**src/rtl/hazard_pkg.sv**
```systemverilog
// Shared types for the hazard scoreboard: register address width,
// register count, and a one-hot decode helper used by the pending mask.
package hazard_pkg;

  localparam int REG_ADDR_W = 5;
  localparam int NUM_REGS   = 32;

  typedef logic [REG_ADDR_W-1:0] reg_addr_t;

  function automatic logic [NUM_REGS-1:0] reg_onehot(
    input reg_addr_t a
  );
    return NUM_REGS'(1) << a;
  endfunction

endpackage

```
**src/rtl/hazard_scoreboard.sv**
```systemverilog
// Pending-bit scoreboard for long-latency writers; stalls ID on RAW/WAW
// hits and on a full tracker.
// Ports:
//   in  clk, rst_n, id_* (ID operand info), ex_hold, flush, cmp_valid/cmp_rd
//   out stall_id, pending_vec, outstanding, stall_cycles
module hazard_scoreboard
  import hazard_pkg::*;
#(
  parameter int MAX_OUTSTANDING = 4,
  parameter int STALL_CNT_W     = 32,
  localparam int CNT_W = $clog2(MAX_OUTSTANDING + 1)
) (
  input  logic                   clk,
  input  logic                   rst_n,
  input  logic                   id_valid,
  input  reg_addr_t              id_rs1,
  input  reg_addr_t              id_rs2,
  input  logic                   id_use_rs1,
  input  logic                   id_use_rs2,
  input  reg_addr_t              id_rd,
  input  logic                   id_reg_wr,
  input  logic                   id_long_lat,
  input  logic                   ex_hold,
  input  logic                   flush,
  input  logic                   cmp_valid,
  input  reg_addr_t              cmp_rd,
  output logic                   stall_id,
  output logic [NUM_REGS-1:0]    pending_vec,
  output logic [CNT_W-1:0]       outstanding,
  output logic [STALL_CNT_W-1:0] stall_cycles
);

  logic [NUM_REGS-1:0] pending_q;
  logic [NUM_REGS-1:0] cmp_mask;
  logic [NUM_REGS-1:0] fl_mask;
  logic [NUM_REGS-1:0] set_mask;
  logic [NUM_REGS-1:0] pend_eff;
  logic [CNT_W-1:0]    cnt_q;
  reg_addr_t           ex_rd_q;
  logic                ex_long_q;

  logic haz_rs1;
  logic haz_rs2;
  logic haz_waw;
  logic haz_full;
  logic full;
  logic issue;
  logic track;
  logic dec_cmp;
  logic dec_fl;

  // A result completing this cycle is forwardable, so its bit
  // no longer blocks consumers.
  always_comb begin
    cmp_mask = '0;
    fl_mask  = '0;
    set_mask = '0;
    if (cmp_valid)
      cmp_mask = reg_onehot(cmp_rd);
    if (dec_fl)
      fl_mask = reg_onehot(ex_rd_q);
    if (track)
      set_mask = reg_onehot(id_rd);
  end

  assign pend_eff = pending_q & ~cmp_mask;
  assign full     = (cnt_q == CNT_W'(MAX_OUTSTANDING));

  assign haz_rs1 = id_use_rs1 && (id_rs1 != '0)
                && pend_eff[id_rs1];
  assign haz_rs2 = id_use_rs2 && (id_rs2 != '0)
                && pend_eff[id_rs2];
  assign haz_waw = id_reg_wr && (id_rd != '0)
                && pend_eff[id_rd];
  assign haz_full = id_long_lat && id_reg_wr
                 && (id_rd != '0) && full
                 && !cmp_valid;

  assign stall_id = id_valid && !flush
                 && (haz_rs1 || haz_rs2
                  || haz_waw || haz_full);

  assign issue = id_valid && !stall_id
              && !ex_hold && !flush;
  assign track = issue && id_long_lat
              && id_reg_wr && (id_rd != '0);

  // A stray completion on an idle register must not decrement.
  assign dec_cmp = cmp_valid && pending_q[cmp_rd];
  assign dec_fl  = flush && ex_long_q;

  always_ff @(posedge clk or negedge rst_n) begin
    if (!rst_n) begin
      pending_q <= '0;
      cnt_q     <= '0;
      ex_rd_q   <= '0;
      ex_long_q <= 1'b0;
    end else begin
      // set is applied last so it wins over a same-index clear
      pending_q <= (pending_q & ~cmp_mask & ~fl_mask)
                 | set_mask;
      cnt_q <= cnt_q + CNT_W'(track)
             - CNT_W'(dec_cmp) - CNT_W'(dec_fl);
      if (issue) begin
        ex_rd_q   <= id_rd;
        ex_long_q <= track;
      end else if (!ex_hold || flush) begin
        ex_long_q <= 1'b0;
      end
    end
  end

  always_ff @(posedge clk or negedge rst_n) begin
    if (!rst_n)
      stall_cycles <= '0;
    else if (stall_id && (stall_cycles != '1))
      stall_cycles <= stall_cycles + STALL_CNT_W'(1);
  end

  assign pending_vec = pending_q;
  assign outstanding = cnt_q;

endmodule

```
**config.mk**
```make
export PLATFORM = sky130hd
export DESIGN_NAME = hazard_scoreboard
export DESIGN_NICKNAME = d
export VERILOG_FILES = /design/src/rtl/hazard_pkg.sv /design/src/rtl/hazard_scoreboard.sv
export SDC_FILE = /design/constraint.sdc
export NUM_CORES = 1
export LEC_CHECK = 0
export CAP_MARGIN = 20
export CELL_PAD_IN_SITES_DETAIL_PLACEMENT = 1
export CELL_PAD_IN_SITES_GLOBAL_PLACEMENT = 2
export CORE_AREA = 8 8 144 146
export CTS_CLUSTER_SIZE = 20
export DETAILED_ROUTE_END_ITERATION = 7
export DIE_AREA = 0 0 152 154
export PLACE_DENSITY_LB_ADDON = 0.12
export REMOVE_ABC_BUFFERS = 1
export SLEW_MARGIN = 10
export SYNTH_ARGS = -nofsm -noshare
export SYNTH_HDL_FRONTEND = slang
export SYNTH_SLANG_ARGS = --single-unit
```
**constraint.sdc**
```tcl
create_clock -name clk -period 3.68 [get_ports clk]
set_input_delay 0.736 -clock clk [delete_from_list [all_inputs] [get_ports clk]]
set_output_delay 0.736 -clock clk [all_outputs]
set_load 0.05 [all_outputs]
```
==> impl_metrics.json, run 1 <==
{
  "drt_wl_total_um": 25400,
  "place_ws_ns": -0.903,
  "timing.setup.tns_ns": -0.123,
  "design_area_mm2": 0.00812,
  "worstSetupPathType": "input pin to primary output",
  "cts_tree": "done",
  "synth_xor_area_share_pct": 6.01,
  "status": "finished with violations",
  "ys.flop_type": "dfrtp_1",
  "rsz0062_at_grt": "yes",
  "utilization_pct": 44.0,
  "p_per_area_mw_per_mm2": 329,
  "hold_depth": 1,
  "die_w_um": 152,
  "fin_crit_sh_pct": 103,
  "report.final.slew_viol_count": 0,
  "io_pins": 98,
  "syn_area_mm2": 0.00525,
  "synthCells": 582,
  "startpoint_type": "input pin",
  "clock_latency_ns": 0.34,
  "yosysSeqAreaShare_pct": 34.8,
  "min_period_ns": 3.80,
  "p_leak_nw": 3.47,
  "coreArea_mm2": 0.0185,
  "cts_buffers": 9,
  "dr.first_iter.drc_count": 306,
  "async_reset_ff_share_pct": 100,
  "timing.fmax_mhz": 263,
  "initial_utilization_pct": 28.4,
  "cp.required_ns": 2.94,
  "first_global_vias": 6474,
  "clock_skew_ns": 0.00992,
  "gp_congestion": 0.976,
  "cts.htree.levels": 3,
  "clkTransAtPathRegs_ns": 0.06,
  "avgViaCountPerCell": 5.60,
  "synthAdderAreaFrac_pct": 1.34,
  "hold_class": "flop to flop",
  "synthToLayoutAreaGrowth_pct": 54.8,
  "fin_ws_ns": -0.123,
  "multi_input_area_mm2": 0.00344,
  "postSynthAreaPerCell_um2": 9.02,
  "synth_warnings": 0,
  "cts_root_buffer": "clkbuf_16",
  "rrSetupSlack_ns": 0.36,
  "grt_max_degree": 74,
  "grt.overflow.total": 0,
  "arrival_ns": 3.07,
  "first_pass_iters": 5,
  "min_from": "stall_cycles[26]",
  "cts_sinks": 73,
  "setup_violations": 1,
  "hold_end": "stall_cycles[26]",
  "die-area_mm2": 0.0234,
  "worstReg2RegEnd": "pending_vec[22]",
  "n_antenna_cell": 0,
  "ant_nets": 0,
  "routed-via-count": 5885,
  "rr_worst_depth": 9,
  "grtUsageTotal_pct": 21.7,
  "cp-end-kind": "primary output",
  "final.fill_count": 2087,
  "dp_hpwl_um": 20000,
  "r2r-start": "pending_vec[19]",
  "worst-path-max-fanout": 7,
  "synth.distinct_cells": 66,
  "postPlaceCellArea_mm2": 0.00746,
  "wl_per_cell_um": 24.2,
  "seq_area_mm2": 0.00183,
  "fp.dieH_um": 154,
  "drive_above_1_share_pct": 33.2,
  "synthMuxAreaShare_pct": 11.1,
  "antenna_found_initial": 0,
  "drv_cap": 0,
  "synth_edf_count": 0,
  "synth-compound-area-share_pct": 18.4,
  "port_buffers": 97,
  "drc": 0,
  "violations": "negative setup slack",
  "ir_worst_vdd_uv": 391,
  "ys_ff_latch": 73,
  "cts_max_path_buffers": 2,
  "hold_violations": 0,
  "synth_top_family_by_area": "simple AND/OR/NAND/NOR gates",
  "grt_pass1_wl_um": 39600,
  "ctsHoldBuffers": 0,
  "hold_ws_ns": 0.490,
  "worst_pin_slew_ns": 0.989,
  "relSlewSlack_pct": 34.1,
  "synth-simple-area-share_pct": 24.0,
  "num_rows": 50,
  "nets": 846
}
where the power goes:
group / switching [W] / internal [W]
clock network: 0.000370 / 0.000476
registers: 0.0000825 / 0.000867
logic: 0.000538 / 0.000342
total: 0.000991 / 0.00169
layout by cell type (no fill, tap or decap), types with 5 or more instances in the layout:
| cell | count |
|---|---|
| nor3_1 | 21 |
| o22ai_1 | 16 |
| mux2i_1 | 15 |
| nor2b_1 | 6 |
| nand2b_1 | 9 |
| o21ai_0 | 33 |
| mux4_2 | 9 |
| nand2_1 | 43 |
| nand3_1 | 22 |
| clkbuf_16 | 9 |
| and3_1 | 5 |
| dfrtp_1 | 73 |
| mux2_2 | 14 |
| nand4_1 | 12 |
| nor2_1 | 49 |
| o21a_1 | 8 |
| or3_1 | 6 |
| dlymetal6s2s_1 | 5 |
| xor2_1 | 28 |
| o21ai_1 | 8 |
| xnor2_1 | 5 |
| inv_1 | 11 |
| o21ai_2 | 9 |
| or2_2 | 5 |
| nor4_1 | 15 |
| buf_4 | 151 |
| buf_6 | 12 |
| o211ai_1 | 6 |
| clkdlybuf4s50_1 | 81 |
| nor4b_1 | 6 |
| or4_4 | 5 |
| o221ai_1 | 9 |
cells in the mapped netlist, types with 3 or more instances:
master / instances / area share [%]
or3_1: 6 / 0.72
nand2_1: 43 / 3.1
dfrtp_1: 73 / 35
xnor2_1: 6 / 1.0
or4_1: 5 / 0.72
inv_1: 12 / 0.86
ha_1: 4 / 0.95
nand3_1: 22 / 2.1
nor2b_1: 9 / 1.1
a211oi_1: 4 / 0.57
nor4_1: 15 / 1.8
a31o_2: 3 / 0.50
mux2_2: 16 / 3.4
nor3_1: 25 / 2.4
mux2i_1: 17 / 3.2
a21oi_1: 5 / 0.48
buf_2: 6 / 0.57
o21a_1: 10 / 1.4
clkbuf_1: 25 / 1.8
o22ai_1: 17 / 2.0
and3_1: 5 / 0.60
nand4bb_1: 3 / 0.64
nand4_1: 12 / 1.4
nor2_1: 52 / 3.7
buf_1: 5 / 0.36
buf_6: 3 / 0.64
or2_2: 5 / 0.60
o211ai_1: 6 / 0.86
nand2b_1: 10 / 1.2
o21ai_2: 7 / 1.2
xor2_1: 30 / 5.0
mux4_2: 8 / 3.4
o311ai_0: 5 / 0.83
a311oi_1: 3 / 0.50
nand3b_1: 3 / 0.43
o21ai_0: 42 / 4.0
nor4b_1: 8 / 1.3
nand4b_1: 4 / 0.67
o221ai_1: 10 / 1.7
o32ai_1: 3 / 0.50
repair_timing:
action / CTS / global route
pin swaps: 18 / 21
gates resized for setup: 64 / 54
setup buffers: 13 / 3
endpoints found under the setup margin: 72 / 32
critical path, stage by stage:
cell and delay, ns:
clkdlybuf4s50_1 0.47, buf_6 0.16, xnor2_1 0.18, nand2_1 0.21, o211ai_1 0.20, o41ai_1 0.12
o32ai_2 0.28, o221ai_4 0.16, a211oi_4 0.31, nor2_2 0.07, buf_6 0.16
cell families (layout without fill, tap and decap cells):
kind of cell,after synthesis,in the layout
AO/OA/AOI/OAI,137,137
XOR/XNOR,36,36
adder cells (fa/ha/maj),5,5
buffers and inverters,52,286
flip-flops,73,73
multiplexers,43,43
AND/OR/NAND/NOR,236,236
layer usage:
layer / track usage [%] / vias to the layer above / wire length (µm)
met2: 37.1 / 209 / 12400
met3: 5.24 / 62 / 1380
met4: 10.0 / 0 / 1030
met5: 0 / - / 0
li1: - / 2665 / -
met1: 25.3 / 2949 / 10600
metrics by stage:
step,instances,total power [W]
after floorplan,542,0.00135
after detailed placement,1020,0.00180
final,1050,0.00268
after CTS,1049,0.00268
after global routing,1050,0.00279
after global placement,1020,0.00179
area by class of cell:
type / instances / share of cell area (%)
clock inverters: 6 / 0.524
inverters: 12 / 0.554
multi-input cells: 457 / 42.4
repair buffers: 258 / 27.5
flip-flops and latches: 73 / 22.5
clock buffers: 10 / 2.94
well taps: 234 / 3.60
state kept, by name, indices dropped and copies added (netlist names):
register      cells
pending_vec      32
stall_cycles     32
ex_rd_q           5
outstanding       3
ex_long_q         1
worst max path at each step:
stage	depth (start not counted)	from	to
5_1_grt	13	id_rd[0]	stall_id
4_1_cts	12	cmp_rd[3]	stall_id
3_3_place_gp	13	cmp_rd[4]	outstanding[2]
2_1_floorplan	8	cmp_rd[2]	stall_id
6_report	11	id_rd[0]	stall_id
3_5_place_dp	13	cmp_rd[4]	outstanding[2]
No activity file was read; power rests on OpenSTA's default activity.
==> inputs of run 2 (changes only) <==
SKIP_LAST_GASP = 1   (was not set)
==> results of run 2 <==
Same layout as run 1: the final DEF is identical, and so are final timing and power.
==> patch 1, RTL diff (config.mk and constraints of run 2) <==
Reset style: synchronous (`rst_n`), changed in 2 clocked blocks.
--- a/src/rtl/hazard_scoreboard.sv
+++ b/src/rtl/hazard_scoreboard.sv
@@ -90,5 +90,5 @@
   assign dec_fl  = flush && ex_long_q;
 
-  always_ff @(posedge clk or negedge rst_n) begin
+  always_ff @(posedge clk) begin
     if (!rst_n) begin
       pending_q <= '0;
@@ -111,5 +111,5 @@
   end
 
-  always_ff @(posedge clk or negedge rst_n) begin
+  always_ff @(posedge clk) begin
     if (!rst_n)
       stall_cycles <= '0;
Formal check against the unedited RTL: differs if rst_n is asserted again (counterexample within 4 cycles, from zero or initial values and one cycle with rst_n low); with rst_n held inactive, the same outputs for 4 cycles.
==> patch 1 against run 2 <==
- the run still ends with setup timing left
- wire length is 7.0% higher
- die area stayed put
- global-route usage is 1.1 points higher
- synthesized area is 0.93% higher
- worst setup slack better by 81 ps
- final area is 2.8% higher
- sequential power is 16% lower
- power is 24% lower
- sequential cell count stayed put
- critical path depth is 2 higher
- highest routed layer unchanged
==> patch 1: results <==
{
  "crit_slowest_cell": "nor3_4",
  "status": "complete, but fails checks",
  "dp.cells": 1076,
  "path_max_fanout": 10,
  "ctsLongestPathBuffers": 2,
  "syn_inst": 659,
  "hpwl_um": 20300,
  "cts-root-buf": "clkbuf_16",
  "diodes": 0,
  "drive_gt1_share_pct": 31.1,
  "antenna_found_initial": 0,
  "synth_commonest_cells": "73 x dfxtp_1, 69 x nand2_1, 41 x nor2_1",
  "grt_pass1_wl_um": 41900,
  "grt_pass1_vias": 6875,
  "async_flop_share_pct": 0,
  "yosysSeqAreaShare_pct": 27.6,
  "drtPass1Iterations": 4,
  "worst_slew_pin_slew_ps": 848,
  "synthTopCellsByArea": "dfxtp_1 28%, mux4_2 6.0%, mux2i_1 5.5%",
  "numCtsBuffers": 9,
  "power.static_leakage_nw": 3.19,
  "ir_worst_vdd_mv": 0.203,
  "drt-total-wl_um": 27200,
  "setup_viol": 1,
  "pre_cts_slack_ps": -797,
  "arrival_ps": 2990,
  "wl_per_cell_um": 24.3,
  "grt_overflow": 0,
  "drt_iter0_drc": 382,
  "synth_cell_types": 79,
  "clk_latency_ps": 350,
  "setup_tns_ps": -42.8,
  "vias": 6358,
  "failed_checks": "setup timing",
  "clock_skew_ps": 8.07,
  "place_area_mm2": 0.00737,
  "htreeDepth": 3,
  "grt_max_degree": 45,
  "critPathMaxStageDelay_ps": 350,
  "yosysWarnings": 0,
  "hold_path_class": "reg2reg",
  "grtUsageTotal_pct": 22.8,
  "layout_setup_ws_ps": -42.8,
  "clk_pin_slew_ps": 60,
  "fin_nets": 919,
  "portBuffers": 97,
  "gp_congestion": 0.923
}
-- patch 1: changes by cell type after synthesis, sizes merged, moves of 13 or more --
cell,change
a21oi,+30
xor2,-26
nand2,+27
dfrtp,-73
dfxtp,+73
o22ai,-13
-- patch 1: critical path, delay by kind of cell --
family	cells	cell delay, ps
buf+inv	6	820
simple gates	3	710
compound gates	3	390
mux	1	310
-- patch 1: path summary, 6_finish.rpt --
| kind | from | slack, ps | depth (start not counted) | endpoint |
|---|---|---|---|---|
| worst max-delay path | id_rd[1] | -40 | 13 | stall_id |
| worst min-delay path | stall_cycles[26] | 500 | 2 | stall_cycles[26] |
| worst max register to register | stall_cycles[3] | 420 | 11 | stall_cycles[22] |
| worst min register to register | stall_cycles[26] | 500 | 2 | stall_cycles[26] |
-- patch 1: metal layers --
layer / global-route usage, % / part of all wire (%) / up-vias
met4: 9.52 / 3.1 / 0
met3: 4.65 / 5.7 / 53
met2: 39.2 / 49 / 227
li1: - / - / 2904
met5: 0 / 0 / -
met1: 27.3 / 42 / 3174
-- patch 1: cell type report --
class / count / area (um2)
clock buffers: 13 / 240
inverters: 17 / 63.8
well taps: 234 / 293
repair buffers: 261 / 2320
multi-input cells: 522 / 3970
clock inverters: 1 / 5.00
fillers: 2142 / 10100
flip-flops and latches: 73 / 1460
-- patch 1: report_power, final --
part / switching, mW / internal [mW] / total, mW
logic: 0.240 / 0.205 / 0.444
registers: 0.00706 / 0.794 / 0.801
clock network: 0.328 / 0.449 / 0.777
total: 0.575 / 1.45 / 2.02
-- patch 1: kinds of logic (layout without fill, tap and decap cells) --
kind of cell             count (synthesis)  in the layout  share of synthesized area, %
AO/OA/AOI/OAI                          169            169                          20.5
XOR/XNOR                                22             22                          3.64
adder cells (fa/ha/maj)                  5              5                          1.32
buffers and inverters                   64            292                          5.27
flip-flops                              73             73                          27.6
multiplexers                            48             48                          12.5
AND/OR/NAND/NOR                        278            278                          29.2
-- patch 1: what timing repair did --
action	in CTS	in global routing
gates resized for setup	131	31
pin swaps	42	16
setup buffers	24	5
gates cloned	3	0
setup endpoints to repair	61	19
==> patch 2, RTL diff (settings of run 2) <==
Made on the original files. The package constant `REG_ADDR_W` goes from 5 to 6.
--- a/src/rtl/hazard_pkg.sv
+++ b/src/rtl/hazard_pkg.sv
@@ -3,5 +3,5 @@
 package hazard_pkg;
 
-  localparam int REG_ADDR_W = 5;
+  localparam int REG_ADDR_W = 6;
   localparam int NUM_REGS   = 32;
 
Interface: changed (resized cmp_rd, id_rd, id_rs1 and id_rs2); port bits go from 98 to 102. No check against the original RTL was run, so the function may have changed too.
==> patch 2 against run 2 <==
- sequential cell count grew 1
- wire length grew 4.5%
- non-clock buffer count grew 4
- power grew 8.7%
- final area grew 7.3%
- worst setup slack gained 180 ps
- synthesized area grew 7.2%
- hold slack is essentially flat
- critical path type unchanged
- highest routed layer unchanged
==> patch 2: results <==
{
  "status": "complete, no violations",
  "drtPass1Iterations": 4,
  "numCtsBuffers": 9,
  "hp-start": "stall_cycles[14]",
  "dp.cells": 1038,
  "yosysWarnings": 0,
  "arrival_ps": 2890,
  "antenna_found_initial": 1,
  "place_area_mm2": 0.00784,
  "drive_gt1_share_pct": 34.1,
  "synthTopCellsByArea": "dfrtp_1 33%, xor2_1 5.3%, mux4_2 4.8%",
  "ir_worst_vdd_mv": 0.356,
  "path_max_fanout": 5,
  "fin_nets": 868,
  "drt_iter0_drc": 341,
  "fillers": 2074,
  "clk_latency_ps": 350,
  "grt_pass1_wl_um": 41000,
  "synth_cell_types": 75,
  "power.static_leakage_nw": 3.68,
  "vias_per_cell": 5.68,
  "drt-total-wl_um": 26600,
  "grt_pass1_vias": 6696,
  "portBuffers": 101,
  "report.final.slew_viol_count": 0,
  "htreeDepth": 3,
  "grtUsageTotal_pct": 22.7,
  "r2r_start": "pending_vec[16]",
  "setup.worst_path.start": "cmp_rd[1]",
  "async_flop_share_pct": 100,
  "synth_commonest_cells": "74 x dfrtp_1, 42 x nand2_1, 34 x xor2_1",
  "clk_pin_slew_ps": 70,
  "synth.avg_cell_area_um2": 9.39,
  "gp_congestion": 0.944,
  "instances_no_fill": 1068,
  "grt_max_degree": 75,
  "hpwl_um": 20800,
  "diodes": 0,
  "clock_skew_ps": 11.9,
  "yosys_most_used_dff": "dfrtp_1",
  "yosysSeqAreaShare_pct": 32.9,
  "worst_slew_pin_slew_ps": 975,
  "pre_cts_slack_ps": -823,
  "p_sw_mw": 1.04,
  "ctsLongestPathBuffers": 2,
  "hold_path_class": "reg2reg",
  "fin_area_mm2": 0.00872,
  "cts-root-buf": "clkbuf_16"
}
patch 2: cell count changes in the layout (fill, tap and decap cells not counted), sizes merged, moves of 8 or more:
| cell | delta |
|---|---|
| nor2 | -19 |
| o41ai | +17 |
| o21ai | -16 |
| o22ai | -15 |
| o21bai | +14 |
| o31ai | +14 |
| and3 | +10 |
| nand2b | +8 |
| nor3b | +8 |
| o21a | -8 |
patch 2: timing repair:
item,in CTS,in global routing
cloned,1,1
gates resized for setup,99,39
setup buffers,10,2
endpoints found under the setup margin,74,3
pin swaps,24,16
patch 2: area by class of cell:
type	count	area share, %
flip-flops and latches	74	21.2
well taps	234	3.36
clock inverters	6	1.12
repair buffers	262	26.4
multi-input cells	470	44.6
inverters	12	0.517
clock buffers	10	2.74
patch 2: power groups by stage:
stage                     Clock, mW  Combinational (mW)  Sequential (mW)
after floorplan                   0               0.258             1.13
after global placement            0               0.846            0.985
after detailed placement          0               0.859            0.989
after CTS                      1.04               0.911            0.975
after global routing           1.06               0.985            0.988
final                          1.01               0.920            0.976
patch 2: path summary, 6_finish.rpt:
| path | endpoint | slack (ps) | cells past startpoint |
|---|---|---|---|
| max | stall_id | 50 | 11 |
| min | stall_cycles[14] | 490 | 1 |
| max reg2reg | outstanding[2] | 370 | 10 |
| min reg2reg | stall_cycles[14] | 490 | 1 |
| max in group asynchronous | pending_vec[29] | 2500 | 1 |
| min in group asynchronous | stall_cycles[12] | 530 | 1 |
patch 2: critical path, cell delays in order:
cell and delay (ps):
buf_4 140, or2_4 280, buf_4 150, o31a_1 330, and3_4 220, nor4_4 280, nand4_1 140, nand4_1 170
o211a_4 220, nor2_4 50, buf_8 170
patch 2: routing by layer:
| layer | global-route usage [%] | wire length, um |
|---|---|---|
| met5 | 0 | 0 |
| met2 | 37.0 | 12500 |
| met1 | 29.2 | 12000 |
| met3 | 5.24 | 1560 |
| met4 | 7.04 | 570 |
patch 2: cell families after synthesis:
logic type                 Yosys count  synth area share (%)
buffers and inverters               55                  4.85
AOI/OAI and AO/OA                  145                  20.1
xor gates and xnor gates            39                  6.21
adders and majority gates            5                  1.25
DFF                                 74                  32.9
and+or+nand+nor                    238                  24.0
muxes                               43                  10.7
